--- src/rtl/add_sub_accum_if.sv ---
// rtl/add_sub_accum_if.sv - command/result handshake bundle for the add/sub accumulator
interface add_sub_accum_if #(
   parameter int CNT_W = 4
);
   logic             in_valid;
   logic             in_ready;
   logic [1:0]       op;
   logic [3:0]       b;
   logic             out_valid;
   logic             out_ready;
   logic [3:0]       acc;
   logic             c;
   logic             v;
   logic             v_sticky;
   logic [CNT_W-1:0] op_count;

   modport master (
      output in_valid, op, b, out_ready,
      input  in_ready, out_valid, acc, c, v, v_sticky, op_count
   );

   modport slave (
      input  in_valid, op, b, out_ready,
      output in_ready, out_valid, acc, c, v, v_sticky, op_count
   );
endinterface

--- src/rtl/add_sub_accum.sv ---
// rtl/add_sub_accum.sv - 4-bit accumulator stage (LOAD/ADD/SUB/CLEAR) with sticky overflow and op counter
// Optional SATURATE_EN clamps ACC to 0111/1000 on signed overflow instead of wrapping.
module add_sub_accum #(
   parameter int CNT_W = 4
) (
   input logic            clk_i,
   input logic            rst_n_i,
   add_sub_accum_if.slave bus
);
   typedef enum logic [1:0] {
      IDLE = 2'd0,
      EXEC = 2'd1,
      RESP = 2'd2
   } state_e;

   localparam logic [1:0] OP_LOAD  = 2'b00;
   localparam logic [1:0] OP_SUB   = 2'b10;
   localparam logic [1:0] OP_CLEAR = 2'b11;

   state_e           state_q, state_d;
   logic [1:0]       op_q, op_d;
   logic [3:0]       b_q, b_d;
   logic [3:0]       acc_q, acc_d;
   logic             c_q, c_d;
   logic             v_q, v_d;
   logic             vs_q, vs_d;
   logic [CNT_W-1:0] cnt_q, cnt_d;

   logic             sub_m;
   logic [3:0]       b_eff;
   logic [4:0]       sum;
   logic             ovf;
   logic [3:0]       arith;

   always_comb begin
      sub_m = (op_q == OP_SUB);
      b_eff = b_q ^ {4{sub_m}};
      sum   = {1'b0, acc_q} + {1'b0, b_eff} + {4'd0, sub_m};
      // carry into bit 3 is recovered from the bit-3 sum: c2 = a3 ^ b3 ^ s3
      ovf   = sum[4] ^ (acc_q[3] ^ b_eff[3] ^ sum[3]);
`ifdef SATURATE_EN
      if (ovf) begin
         arith = (!acc_q[3] && !b_eff[3]) ? 4'b0111 : 4'b1000;
      end else begin
         arith = sum[3:0];
      end
`else
      arith = sum[3:0];
`endif
   end

   always_comb begin
      state_d = state_q;
      op_d    = op_q;
      b_d     = b_q;
      acc_d   = acc_q;
      c_d     = c_q;
      v_d     = v_q;
      vs_d    = vs_q;
      cnt_d   = cnt_q;
      case (state_q)
         IDLE: begin
            if (bus.in_valid) begin
               op_d    = bus.op;
               b_d     = bus.b;
               state_d = EXEC;
            end
         end
         EXEC: begin
            state_d = RESP;
            case (op_q)
               OP_LOAD: begin
                  acc_d = b_q;
                  c_d   = 1'b0;
                  v_d   = 1'b0;
               end
               OP_CLEAR: begin
                  acc_d = 4'd0;
                  c_d   = 1'b0;
                  v_d   = 1'b0;
                  vs_d  = 1'b0;
                  cnt_d = '0;
               end
               default: begin
                  acc_d = arith;
                  c_d   = sum[4];
                  v_d   = ovf;
                  vs_d  = vs_q | ovf;
                  if (cnt_q != {CNT_W{1'b1}}) begin
                     cnt_d = cnt_q + {{(CNT_W-1){1'b0}}, 1'b1};
                  end
               end
            endcase
         end
         RESP: begin
            if (bus.out_ready) begin
               state_d = IDLE;
            end
         end
         default: state_d = IDLE;
      endcase
   end

   always_ff @(posedge clk_i) begin
      if (!rst_n_i) begin
         state_q <= IDLE;
         op_q    <= 2'b00;
         b_q     <= 4'd0;
         acc_q   <= 4'd0;
         c_q     <= 1'b0;
         v_q     <= 1'b0;
         vs_q    <= 1'b0;
         cnt_q   <= '0;
      end else begin
         state_q <= state_d;
         op_q    <= op_d;
         b_q     <= b_d;
         acc_q   <= acc_d;
         c_q     <= c_d;
         v_q     <= v_d;
         vs_q    <= vs_d;
         cnt_q   <= cnt_d;
      end
   end

   assign bus.in_ready  = (state_q == IDLE);
   assign bus.out_valid = (state_q == RESP);
   assign bus.acc       = acc_q;
   assign bus.c         = c_q;
   assign bus.v         = v_q;
   assign bus.v_sticky  = vs_q;
   assign bus.op_count  = cnt_q;
endmodule

--- src/flat_wrapper.sv ---
// flat-port wrapper written by rule: the top's interface ports become plain ports
module add_sub_accum_flat 
#(
   parameter int CNT_W = 4
)
  (clk_i, rst_n_i, bus_in_valid, bus_op, bus_b, bus_out_ready, bus_in_ready, bus_out_valid, bus_acc, bus_c, bus_v, bus_v_sticky, bus_op_count);
  add_sub_accum_if #(.CNT_W(CNT_W)) bus_i ();
  input logic clk_i;
  input logic rst_n_i;
  input wire logic [$bits(bus_i.in_valid)-1:0] bus_in_valid;
  input wire logic [$bits(bus_i.op)-1:0] bus_op;
  input wire logic [$bits(bus_i.b)-1:0] bus_b;
  input wire logic [$bits(bus_i.out_ready)-1:0] bus_out_ready;
  output wire logic [$bits(bus_i.in_ready)-1:0] bus_in_ready;
  output wire logic [$bits(bus_i.out_valid)-1:0] bus_out_valid;
  output wire logic [$bits(bus_i.acc)-1:0] bus_acc;
  output wire logic [$bits(bus_i.c)-1:0] bus_c;
  output wire logic [$bits(bus_i.v)-1:0] bus_v;
  output wire logic [$bits(bus_i.v_sticky)-1:0] bus_v_sticky;
  output wire logic [$bits(bus_i.op_count)-1:0] bus_op_count;
  assign bus_i.in_valid = bus_in_valid;
  assign bus_i.op = bus_op;
  assign bus_i.b = bus_b;
  assign bus_i.out_ready = bus_out_ready;
  assign bus_in_ready = bus_i.in_ready;
  assign bus_out_valid = bus_i.out_valid;
  assign bus_acc = bus_i.acc;
  assign bus_c = bus_i.c;
  assign bus_v = bus_i.v;
  assign bus_v_sticky = bus_i.v_sticky;
  assign bus_op_count = bus_i.op_count;
  add_sub_accum #(.CNT_W(CNT_W)) u_core (.clk_i(clk_i), .rst_n_i(rst_n_i), .bus(bus_i));
endmodule
--- config.mk ---
export PLATFORM = sky130hd
export DESIGN_NAME = add_sub_accum_flat
export DESIGN_NICKNAME = d
export VERILOG_FILES = /design/src/rtl/add_sub_accum_if.sv /design/src/rtl/add_sub_accum.sv /design/src/flat_wrapper.sv
export SDC_FILE = /design/constraint.sdc
export NUM_CORES = 1
export LEC_CHECK = 0
export ABC_AREA = 1
export BUFFER_PORTS_ARGS = -buffer_cell sky130_fd_sc_hd__buf_2
export CORE_UTILIZATION = 40
export DETAILED_ROUTE_END_ITERATION = 8
export GPL_TIMING_DRIVEN = 0
export HOLD_SLACK_MARGIN = 0.02
export PLACE_DENSITY_LB_ADDON = 0.15
export SLEW_MARGIN = 5
export SYNTH_ARGS = -nofsm -noshare
export SYNTH_HDL_FRONTEND = slang
export SYNTH_SLANG_ARGS = --single-unit
--- constraint.sdc ---
create_clock -name clk_i -period 2.2 [get_ports clk_i]
set_input_delay 0.11 -clock clk_i [delete_from_list [all_inputs] [get_ports clk_i]]
set_output_delay 0.11 -clock clk_i [all_outputs]
set_load 0.01 [all_outputs]
== After elaboration in Yosys (flattened, before gate mapping) ==
Index checks and enable logic that the tools add are counted.

* $add $sub $neg: 3
* Bitwise gates (word level): 6
* Reduce and logical (&&, ||, !) cells: 8
* Mux-type cells: 9
* $lt $le $gt $ge: 0
* Multiply operators: 0
* Shift operators: 0
* Eq/ne operators: 7
* Div/mod/pow operators: 0

{| class="wikitable"
|+ Operators with widths
! cell !! number
|-
| one-hot mux 4 bit (2 select lines) || 2
|-
| equality test 2 bit (second input constant) || 3
|-
| one-hot mux 2 bit (3 select lines) || 1
|-
| AND reduction 2 bit || 3
|-
| adder 4 x 4 -> 5 bit || 1
|-
| adder 5 x 1 -> 5 bit || 1
|-
| adder 4 x 1 -> 4 bit (second input constant) || 1
|-
| logical NOT 2 bit || 2
|-
| 2-to-1 mux 2 bit || 2
|-
| 2-to-1 mux 4 bit || 1
|-
| != test 2 bit (second input constant) || 2
|-
| != test 4 bit (second input constant) || 1
|-
| bitwise XOR 4 bit || 1
|-
| AND reduction 3 bit || 1
|-
| bitwise XOR 1 bit || 3
|-
| equality test 2 x 1 -> 1 bit (second input constant) || 1
|-
| 2-to-1 mux 1 bit || 2
|-
| one-hot mux 1 bit (2 select lines) || 1
|-
| nonzero test 2 bit || 1
|-
| OR reduction 2 bit || 1
|-
| NOT 1 bit || 1
|-
| OR 1 bit || 1
|}

* Output and inout port bits: 13
* Latch bits: 0
* Memories kept: 0
* RAM bits: 0
* Word-level logic and storage cells: 41
* Memory bits (read-only): 0
* Bits of input ports: 10
* Bits in registers: 19

== Logic depth before layout (Yosys ltp) ==
Gate-level depths: netlist of run 1.

* Word-level depth: 8
* Depth in mapped cells: 12
* Gate-level depth less buffers: 12

== Worst setup path before layout of run 1 ==
No wires, ideal clock.

* Kind: register to register
* From: reg u_core.op_q[0]
* To: reg u_core.v_q (netlist: u_core.bus.v)
* Arrival: 1.642 ns
* Path buffers: 0
* Cell stages (with the launch flop): 11
* Path slack: 0.435 ns
* Setup time: 0.123 ns
* Period minus slack after synthesis: 1.765 ns
* Data required time: 2.077 ns
* Path through: dfxtp_1 inv_1 ha_1 xnor2_1 fa_1 nor2_2 nor2_2 inv_1 nand2_1 nand3_1 a21oi_2

* Longest elaborated chain between the ends: 7
* Elaborated cells on any way between the ends: 11
* Classes of those cells: 2 x add/sub; 2 x eq/ne; 1 x mux; 4 x bitwise; 2 x reduce/logical

{| class="wikitable"
|+ RTL lines
! element !! RTL line !! RTL
|-
| start, declared || add_sub_accum.sv:21 || <nowiki>logic [1:0] op_q, op_d;</nowiki>
|-
| start signal, assigned || add_sub_accum.sv:116 || <nowiki>op_q <= op_d;</nowiki>
|-
| equality test 2 bit || add_sub_accum.sv:36 || <nowiki>sub_m = (op_q == OP_SUB);</nowiki>
|-
| bitwise XOR 4 bit || add_sub_accum.sv:37 || <nowiki>b_eff = b_q ^ {4{sub_m}};</nowiki>
|-
| adder 4 x 4 -> 5 bit || add_sub_accum.sv:38 || <nowiki>sum = {1'b0, acc_q} + {1'b0, b_eff} + {4'd0, sub_m};</nowiki>
|-
| adder 5 x 1 -> 5 bit || add_sub_accum.sv:38 ||
|-
| bitwise XOR 1 bit (2 in a row) || add_sub_accum.sv:40 || <nowiki>ovf = sum[4] ^ (acc_q[3] ^ b_eff[3] ^ sum[3]);</nowiki>
|-
| 2-to-1 mux 1 bit * || add_sub_accum.sv:71 || <nowiki>case (op_q)</nowiki>
|-
| end signal, assigned || add_sub_accum.sv:120 || <nowiki>v_q <= v_d;</nowiki>
|-
| end, declared || add_sub_accum.sv:25 || <nowiki>logic v_q, v_d;</nowiki>
|}

Every way passes the cells marked *; elsewhere a longest branch is shown, timed or not.
A chain may end at the register's enable or synchronous reset.

== Final worst setup path of run 1 ==
Same ends and word-level chain as after synthesis.

==> run summary, run 1 <==
Slew Limit Fails: 0
Worst min-delay path category: input pin to register
Filler cell count: 243
Seq pwr share: 0.506
Initial Utilization: 0.430
Synthesized area: 1070 µm²
Simple-Gate Fraction of Synth Area: 0.237
Global-route wire length before repair: 3.49 mm
Element type at the critical path end: register
Post-DRT Antenna Nets: 0
Ports: 23
Vias: 942
Mean Syn Cell Area: 7.68 µm²
Max Cap Viol: 0
Post-synth top area share: 0.354
Floorplan core area: 2500 µm²
Syn nets: 158
Req. time, crit path: 2.44 ns
Worst reg2reg path startpoint: u_core.op_q[0]
Worst-path fanout max: 4
Synth Warn #: 0
Period utilization: 0.891
Share of cells above drive strength 1: 0.283
Largest net degree at the start of global routing: 13
Cell-internal power: 0.506 mW
CTS tree: built
CTS Buf Count: 3
Total Routing Usage GR: 0.169
Status: finished clean
Hold_sp: bus_b[1]
#FFs+latches synth: 19
Multiplexer area fraction after synthesis: 0
R2R setup slack: 0.24 ns
Worst path max stage delay: 0.35 ns
Post-synthesis compound-gate area fraction: 0.183
Crit path time final: 1.96 ns
Setup TNS: 0 ns
Primary FF master, synth: dfxtp_1
CTS max path bufs: 2
Post-synthesis sequential area ratio: 0.354
Biggest area consumer among synthesized cells: dfxtp_1
F_max: 510 MHz
Antenna Cells: 0
Drt via density: 4.81
Hold EP: u_core.b_q[1]
Xor/xnor share of the synthesized area: 0.0326
Placed cells: 192
Worst rel slew slack: 0.751
WL final: 2.06 mm
Worst-Margin Slew: 0.373 ns
Layout Nets: 185
Net Sw Frac: 0.322
Worst path cell trace: inv_1 > ha_1 > xnor2_1 > inv_1 > ha_1 > nand2_1 > inv_1 > nand2_2 > nand2_1 > nand2_1 > nand3_1 > a21oi_2
Most frequent cells in the layout: 23 x buf_2, 22 x nand2_1, 19 x inv_1, 19 x dfxtp_1, 15 x nor2_1
Yosys cell types: 28
CTS clk-pin slew, worst paths: 0.12 ns
Setup bufs post-CTS: 0
Final clock skew: 0.0103 ns
Worst vdd ir: 0.363 mV
Synth top area cells: dfxtp_1 35%, ha_1 8.1%, nand2_1 7.7%
Number of cell rows: 18
Startpoint Class: register
Vias in the first global route: 809
Combinational Power Share: 0.249
RSZ-0062 raised after global routing: no
Arrival time at the worst endpoint: 2.20 ns
Initial antenna violation count: 0
Worst-Skew Late Latency: 0.31 ns
Drc violations: 0
# setup viols final: 0
Final-report hold violation count: 0
Ys async rst share: 0
Psw: 0.240 mW
DRT iter0 DRCs: 13
Syn Inst Count: 140
Final GP Congestion: 0.787
EDFF count, synth: 0
Pre-antenna DRT Iters: 4
Clk network pwr share: 0.245
Cts hold-fix bufs: 0
Die height: 53.8 µm
Die area: 2900 µm²
HPWL after detailed placement: 1.69 mm
Port Buf Inserts: 22
WHS Path Cells: 3
Most common cell after layout, fill and taps aside: buf_2
Static leakage: 0.595 nW
Area of the multi-input gates: 594 µm²
Adder-Cell Fraction of Synth Area: 0.100
Synth-to-layout area growth: 16.5%
Seq. cell area: 380 µm²
CTS sink cnt: 19
Power Density: 596 nW/µm²
Reg-to-reg critical path endpoint: u_core.bus.v
Root buffer cell: clkbuf_4
GR Overflow Total: 0
Final non-filler cell total: 196
Worst Reg-to-Reg Cells: 12
Critical path type: register to register
Die width: 53.8 µm
Slowest-stage cell, CP: dfxtp_1
H-Tree Depth: 1
DR WL/cell: 10.5 µm
Post-cts resize count: 0
Largest family of logic cells by synthesized area: simple AND/OR/NAND/NOR gates
worst max path at each step:
stage                                to  slack [ns]      startpoint  cells after the start
finish                     u_core.bus.v        0.24  u_core.op_q[0]                     12
global route               u_core.bus.v        0.10  u_core.op_q[0]                     12
CTS                        u_core.bus.v        0.22  u_core.op_q[0]                     12
detailed placement         u_core.bus.v        0.26  u_core.op_q[0]                     12
global placement    u_core.bus.v_sticky        0.30  u_core.op_q[0]                     12
floorplan                  u_core.bus.v        0.44  u_core.op_q[0]                     10
synthesized netlist by cell type (2+ instances only):
library cell / number
dfxtp_1: 19
nand2_1: 22
nand3_2: 2
a21oi_1: 9
nand3_1: 7
a21oi_2: 4
nor2_2: 2
xor2_1: 2
inv_1: 19
o21ai_0: 3
ha_1: 7
nand2_2: 5
nor2_1: 15
o21ai_1: 9
xnor2_1: 2
kinds of logic after synthesis:
group,count (synthesis)
AND/OR/NAND/NOR,55
AO/OA/AOI/OAI,30
buffers and inverters,24
adder cells (fa/ha/maj),8
flip-flops,19
XOR/XNOR,4
power by group through the flow:
stage               logic [mW]  clock network, mW  registers [mW]
detailed placement       0.186                  0           0.386
floorplan                0.139                  0           0.386
CTS                      0.187              0.186           0.378
finish                   0.186              0.183           0.378
global route             0.210              0.208           0.382
global placement         0.183                  0           0.385
per-stage QoR:
step                      hold slack, ns   util  setup WS [ns]  area, µm²  power [mW]
after floorplan                    0.259      -          0.435       1070       0.525
after global placement             0.343  0.489          0.303       1220       0.569
after detailed placement           0.350  0.489          0.264       1220       0.572
after CTS                         0.0229  0.501          0.219       1250       0.752
after global routing              0.0279  0.501          0.103       1250       0.800
final                             0.0250  0.501          0.241       1250       0.747
cell type report:
class,count,area share
sequential,19,0.304
buffer,3,0.0160
tap,30,0.0300
multi-input combinational,97,0.475
clock buffer,3,0.0180
inverter,21,0.0639
clock inverter,1,0.00599
timing repair buffer,22,0.0879
critical path, delay by kind of cell, from the launching register on:
kind	cells	cell delay [ns]
adders and majority gates	2	0.54
AOI/OAI and AO/OA	1	0.12
xor gates and xnor gates	1	0.31
DFF	1	0.35
buffers and inverters	3	0.21
and+or+nand+nor	5	0.37
flip-flops by register name, indices dropped and copies added (netlist names):
signal and count:
u_core.bus.v_sticky 1, u_core.bus.acc 4, u_core.state_q 2, u_core.bus.c 1, u_core.b_q 4, u_core.op_q 2, u_core.bus.op_count 4, u_core.bus.v 1
layer usage:
layer | part of all wire | up-vias | track usage
met5 | 0 | - | 0
met2 | 0.44 | 27 | 0.251
met1 | 0.50 | 406 | 0.230
li1 | - | 507 | -
met3 | 0.058 | 2 | 0.0537
met4 | 0.0073 | 0 | 0.0526
Note: power is estimated with default switching activity, not from simulation.
==> run 2, diff against run 1 <==
--- a/config.mk
+++ b/config.mk
@@ -7,6 +7,7 @@
 export LEC_CHECK = 0
 export ABC_AREA = 1
 export BUFFER_PORTS_ARGS = -buffer_cell sky130_fd_sc_hd__buf_2
+export CORE_ASPECT_RATIO = 0.75
 export CORE_UTILIZATION = 40
 export DETAILED_ROUTE_END_ITERATION = 8
 export GPL_TIMING_DRIVEN = 0
==> run 2 against run 1 <==
Design area hardly changed. Non-clock buffer count stayed put. Global-route usage increased by 0.17 points. Die area about the same. Worst hold slack improved by 0.022 ns. Setup slack improved by 0.024 ns. Maximum frequency is 1.2% higher. First-iteration DRC count is 100% higher. Sequential power is essentially flat. Final cell count is 2.0% higher. Clock-buffer cell count rose by 1. Largest power group unchanged. Highest routed layer unchanged.
==> run summary, run 2 (synthesis results as in run 1) <==
Synth-to-layout area growth: 16.6% (was 16.5%)
Initial Utilization: 0.444 (was 0.430)
Status: finished clean (unchanged)
Worst-Skew Late Latency: 0.30 ns (was 0.31 ns)
Crit path max-delay family: adder cells (unchanged)
Global-route wire length before repair: 3.56 mm (was 3.49 mm)
Arrival time at the worst endpoint: 2.16 ns (was 2.20 ns)
Root buffer cell: clkbuf_4 (unchanged)
Largest net degree at the start of global routing: 11 (was 13)
Floorplan core area: 2420 µm² (was 2500 µm²)
CTS Buf Count: 3 (unchanged)
Element type at the critical path end: register (unchanged)
Share of cells above drive strength 1: 0.277 (was 0.283)
WP depth: 12 (unchanged)
Slew Limit Fails: 0 (unchanged)
Worst path max stage delay: 0.34 ns (was 0.35 ns)
Slowest-stage cell, CP: dfxtp_1 (unchanged)
WHS Path Cells: 3 (unchanged)
Placed inst area: 1230 µm² (was 1220 µm²)
Pre-antenna DRT Iters: 4 (unchanged)
Die area: 2900 µm² (about the same)
Worst rel slew slack: 0.749 (was 0.751)
Number of cell rows: 15 (was 18)
Initial antenna violation count: 0 (unchanged)
Power Density: 593 nW/µm² (was 596 nW/µm²)
Die width: 61.9 µm (was 53.8 µm)
Setup bufs post-CTS: 0 (unchanged)
Max Cap Viol: 0 (unchanged)
Crit path buf inv count: 3 (unchanged)
M1 WL: 1.14 mm (was 1.02 mm)
Worst-path fanout max: 4 (unchanged)
CTS clk-pin slew, worst paths: 0.10 ns (was 0.12 ns)
Total length of routed met2 wires: 928 µm (was 901 µm)
RSZ-0062 raised after global routing: no (unchanged)
Uppermost layer routed: met4 (unchanged)
Cts hold-fix bufs: 0 (unchanged)
WL final: 2.19 mm (was 2.06 mm)
Drt via density: 4.76 (was 4.81)
CTS max path bufs: 2 (unchanged)
GR Overflow Total: 0 (unchanged)
Worst Reg-to-Reg Cells: 12 (unchanged)
Final-report hold violation count: 0 (unchanged)
Seq. cell area: 380 µm² (unchanged)
Worst-Margin Slew: 0.377 ns (was 0.373 ns)
Die height: 46.9 µm (was 53.8 µm)
Ports: 23 (unchanged)
Area of the multi-input gates: 594 µm² (unchanged)
CTS sink cnt: 19 (unchanged)
Worst min-delay path category: input pin to register (unchanged)
Final clock skew: 0.00692 ns (was 0.0103 ns)
Req. time, crit path: 2.43 ns (was 2.44 ns)
Layout Nets: 185 (unchanged)
Post-DRT Antenna Nets: 0 (unchanged)
Startpoint Class: register (unchanged)
Period utilization: 0.880 (was 0.891)
# setup viols final: 0 (unchanged)
H-Tree Depth: 1 (unchanged)
Total Routing Usage GR: 0.171 (was 0.169)
Drc violations: 0 (unchanged)
Critical path type: register to register (unchanged)
Metal3 WL: 102 µm (was 120 µm)
Crit path time final: 1.94 ns (was 1.96 ns)
F_max: 517 MHz (was 510 MHz)
Setup TNS: 0 ns (unchanged)
DR WL/cell: 11.0 µm (was 10.5 µm)
Most frequent cells in the layout: 23 x buf_2, 22 x nand2_1, 19 x inv_1, 19 x dfxtp_1, 15 x nor2_1 (unchanged)
Static leakage: 0.596 nW (was 0.595 nW)
Post-cts resize count: 0 (unchanged)
DRT iter0 DRCs: 26 (was 13)
Port Buf Inserts: 22 (unchanged)
Vias: 952 (was 942)
Filler cell count: 240 (was 243)
HPWL after detailed placement: 1.82 mm (was 1.69 mm)
Most common cell after layout, fill and taps aside: buf_2 (unchanged)
Vias in the first global route: 825 (was 809)
Cell area after layout: 1250 µm² (about the same)
Worst vdd ir: 0.279 mV (was 0.363 mV)
Final GP Congestion: 0.762 (was 0.787)
CTS tree: built (unchanged)
Antenna Cells: 0 (unchanged)
Worst path cell trace: inv_1 > ha_1 > xnor2_1 > inv_1 > ha_1 > nand2_1 > inv_1 > nand2_2 > nand2_1 > nand2_1 > nand3_1 > a21oi_1 (was inv_1 > ha_1 > xnor2_1 > inv_1 > ha_1 > nand2_1 > inv_1 > nand2_2 > nand2_1 > nand2_1 > nand3_1 > a21oi_2)
run 2: changes by cell type in the layout (fill, tap and decap cells not counted):
cell,change
clkbuf_1,+1
clkinvlp_4,-1
run 2: cell type report:
type                       count  area share
multi-input combinational     97       0.474
tap                           34      0.0339
inverter                      21      0.0639
buffer                         3      0.0160
clock buffer                   4      0.0210
timing repair buffer          22      0.0878
sequential                    19       0.303
run 2: layer usage:
metal  track usage  vias to the layer above
li1              -                      503
met1         0.240                      422
met2         0.260                       23
met5             0                        -
met3        0.0523                        4
met4        0.0356                        0
run 2: worst register-to-register path, cell delays in order, from the launching register on:
cell	delay (ns)
dfxtp_1	0.34
inv_1	0.08
ha_1	0.29
xnor2_1	0.26
inv_1	0.08
ha_1	0.27
nand2_1	0.06
inv_1	0.05
nand2_2	0.08
nand2_1	0.07
nand2_1	0.06
nand3_1	0.08
a21oi_1	0.14
run 2: power by group:
| group | internal [mW] | total (mW) | leakage (nW) | switching (mW) |
|---|---|---|---|---|
| Combinational | 0.0737 | 0.188 | 0.426 | 0.115 |
| Sequential | 0.363 | 0.378 | 0.155 | 0.0149 |
| Clock | 0.0706 | 0.177 | 0.0150 | 0.107 |
| Total | 0.507 | 0.743 | 0.596 | 0.236 |
run 2: final timing paths:
check	from	to	slack, ns
hold / removal	bus_b[3]	u_core.b_q[3]	0.05
setup / recovery	u_core.op_q[0]	u_core.bus.acc[3]	0.26
setup reg to reg	u_core.op_q[0]	u_core.bus.acc[3]	0.26
hold reg to reg	u_core.bus.v_sticky	u_core.bus.v_sticky	0.46
run 2: per-stage QoR:
step                      cells  power (mW)  hold slack (ns)  setup slack (ns)  utilization
after floorplan             140       0.525            0.259             0.435            -
after global placement      196       0.569            0.349             0.294        0.507
after detailed placement    196       0.574            0.355             0.274        0.507
after CTS                   200       0.749           0.0449             0.242        0.518
after global routing        200       0.791           0.0551            0.0640        0.518
final                       200       0.743           0.0472             0.265        0.518
==> run 3, diff against run 2 <==
--- a/config.mk
+++ b/config.mk
@@ -7,13 +7,14 @@
 export LEC_CHECK = 0
 export ABC_AREA = 1
 export BUFFER_PORTS_ARGS = -buffer_cell sky130_fd_sc_hd__buf_2
-export CORE_ASPECT_RATIO = 0.75
+export CAP_MARGIN = 0
+export CORE_ASPECT_RATIO = 1.75
 export CORE_UTILIZATION = 40
 export DETAILED_ROUTE_END_ITERATION = 8
 export GPL_TIMING_DRIVEN = 0
 export HOLD_SLACK_MARGIN = 0.02
 export PLACE_DENSITY_LB_ADDON = 0.15
-export SLEW_MARGIN = 5
+export SLEW_MARGIN = 25
 export SYNTH_ARGS = -nofsm -noshare
 export SYNTH_HDL_FRONTEND = slang
 export SYNTH_SLANG_ARGS = --single-unit
==> run 3 against run 2 <==
Die area is 0.21% higher. Clock skew is 0.0063 ns lower. Clock power is 36% higher. Sequential power hardly changed. Setup slack worse by 0.029 ns. Critical endpoint is now u_core.bus.v_sticky.
==> run summary, run 3 (synthesis results as in run 1) <==
Final-report hold violation count: 0 (unchanged)
DRT iter0 DRCs: 9 (was 26)
Crit path time final: 1.96 ns (was 1.94 ns)
Power Density: 637 nW/µm² (was 593 nW/µm²)
Filler cell count: 264 (was 240)
Final GP Congestion: 0.690 (was 0.762)
Worst reg2reg path startpoint: u_core.op_q[0] (unchanged)
Worst-path fanout max: 4 (unchanged)
Setup bufs post-CTS: 0 (unchanged)
Hold_sp: bus_b[3] (unchanged)
Drt via density: 5.05 (was 4.76)
Number of cell rows: 24 (was 15)
Hold EP: u_core.b_q[3] (unchanged)
Total Routing Usage GR: 0.184 (was 0.171)
Ports: 23 (unchanged)
Global-route wire length before repair: 3.84 mm (was 3.56 mm)
Die area: 2910 µm² (was 2900 µm²)
Floorplan core area: 2520 µm² (was 2420 µm²)
Most frequent cells in the layout: 23 x buf_2, 22 x nand2_1, 19 x inv_1, 19 x dfxtp_1, 15 x nor2_1 (unchanged)
Cts hold-fix bufs: 0 (unchanged)
Die height: 70.6 µm (was 46.9 µm)
Startpoint Class: register (unchanged)
Largest net degree at the start of global routing: 11 (unchanged)
CTS clk-pin slew, worst paths: 0.07 ns (was 0.10 ns)
Layout Nets: 185 (unchanged)
Arrival time at the worst endpoint: 2.16 ns (about the same)
Worst Reg-to-Reg Cells: 11 (was 12)
Fin util: 0.503 (was 0.518)
Drc violations: 0 (unchanged)
# setup viols final: 0 (unchanged)
CTS Buf Count: 3 (unchanged)
R2R setup slack: 0.24 ns (was 0.26 ns)
CTS sink cnt: 19 (unchanged)
Final clock skew: 0.000655 ns (was 0.00692 ns)
Critical path type: register to register (unchanged)
Period utilization: 0.893 (was 0.880)
Most common cell after layout, fill and taps aside: buf_2 (unchanged)
HPWL after detailed placement: 1.89 mm (was 1.82 mm)
Worst setup margin: 0.236 ns (was 0.265 ns)
Post-cts resize count: 0 (unchanged)
Worst min-delay path category: input pin to register (unchanged)
Slew Limit Fails: 0 (unchanged)
Seq. cell area: 380 µm² (unchanged)
Pre-CTS setup slack: 0.234 ns (was 0.274 ns)
Post-DRT Antenna Nets: 0 (unchanged)
Hold slack: 0.0873 ns (was 0.0472 ns)
GR Overflow Total: 0 (unchanged)
Vias: 969 (was 952)
DR WL/cell: 11.8 µm (was 11.0 µm)
Area of the multi-input gates: 602 µm² (was 594 µm²)
Worst-Skew Late Latency: 0.25 ns (was 0.30 ns)
Share of cells above drive strength 1: 0.283 (was 0.277)
Pre-antenna DRT Iters: 4 (unchanged)
WL final: 2.27 mm (was 2.19 mm)
Vias in the first global route: 978 (was 825)
WHS Path Cells: 3 (unchanged)
Status: finished clean (unchanged)
Worst vdd ir: 0.385 mV (was 0.279 mV)
CTS tree: built (unchanged)
Worst rel slew slack: 0.725 (was 0.749)
Setup TNS: 0 ns (unchanged)
Max Cap Viol: 0 (unchanged)
RSZ-0062 raised after global routing: no (unchanged)
Root buffer cell: clkbuf_8 (was clkbuf_4)
Element type at the critical path end: register (unchanged)
F_max: 509 MHz (was 517 MHz)
Static leakage: 0.607 nW (was 0.596 nW)
H-Tree Depth: 1 (unchanged)
Die width: 41.2 µm (was 61.9 µm)
Reg-to-reg critical path endpoint: u_core.bus.v_sticky (was u_core.bus.acc[3])
Worst-Margin Slew: 0.412 ns (was 0.377 ns)
Port Buf Inserts: 22 (unchanged)
Antenna Cells: 0 (unchanged)
Req. time, crit path: 2.39 ns (was 2.43 ns)
Initial Utilization: 0.426 (was 0.444)
Synth-to-layout area growth: 18.2% (was 16.6%)
CTS max path bufs: 2 (unchanged)
Initial antenna violation count: 0 (unchanged)
==> run 3: stage by stage <==
stage / instances / power, mW / cell area (µm²)
3_3_place_gp: 188 / 0.572 / 1220
3_5_place_dp: 188 / 0.576 / 1220
6_report: 192 / 0.809 / 1270
4_1_cts: 192 / 0.817 / 1260
2_1_floorplan: 140 / 0.525 / 1070
5_1_grt: 192 / 0.857 / 1270
==> run 3: critical path, cell delays in order (launching register included) <==
cell	delay (ns)
dfxtp_1	0.35
inv_1	0.08
ha_1	0.30
xor2_1	0.18
ha_1	0.37
nand2_1	0.10
nor2_2	0.04
nor2_2	0.12
inv_1	0.07
nand2_1	0.08
nand3_1	0.10
a21oi_2	0.12
==> run 3: power by group <==
part / switching, mW / leakage [nW] / internal, mW
clock network: 0.112 / 0.0228 / 0.129
logic: 0.113 / 0.429 / 0.0758
registers: 0.0155 / 0.155 / 0.363
total: 0.241 / 0.607 / 0.567
==> run 3: per-layer routing <==
| metal | track usage | wire (µm) | up-vias |
|---|---|---|---|
| met2 | 0.328 | 1310 | 14 |
| met1 | 0.190 | 872 | 446 |
| met3 | 0.0219 | 57 | 4 |
| met5 | 0 | 0 | - |
| met4 | 0.0896 | 32 | 0 |
| li1 | - | - | 505 |
==> run 3: worst max path at each step <==
stage | from | end | slack [ns] | cells after the start
2_1_floorplan | u_core.op_q[0] | u_core.bus.v | 0.44 | 10
3_3_place_gp | u_core.op_q[0] | u_core.bus.v_sticky | 0.26 | 11
3_5_place_dp | u_core.op_q[0] | u_core.bus.v_sticky | 0.23 | 12
4_1_cts | u_core.op_q[0] | u_core.bus.v_sticky | 0.21 | 12
5_1_grt | u_core.op_q[0] | u_core.bus.v_sticky | 0.06 | 11
6_report | u_core.op_q[0] | u_core.bus.v_sticky | 0.24 | 11
==> run 3: layout make-up <==
| cell class | count | area share |
|---|---|---|
| multi-input cells | 97 | 0.474 |
| flip-flops and latches | 19 | 0.300 |
| repair buffers | 22 | 0.0867 |
| inverters | 21 | 0.0631 |
| clock buffers | 4 | 0.0355 |
| well taps | 26 | 0.0256 |
| plain buffers | 3 | 0.0158 |
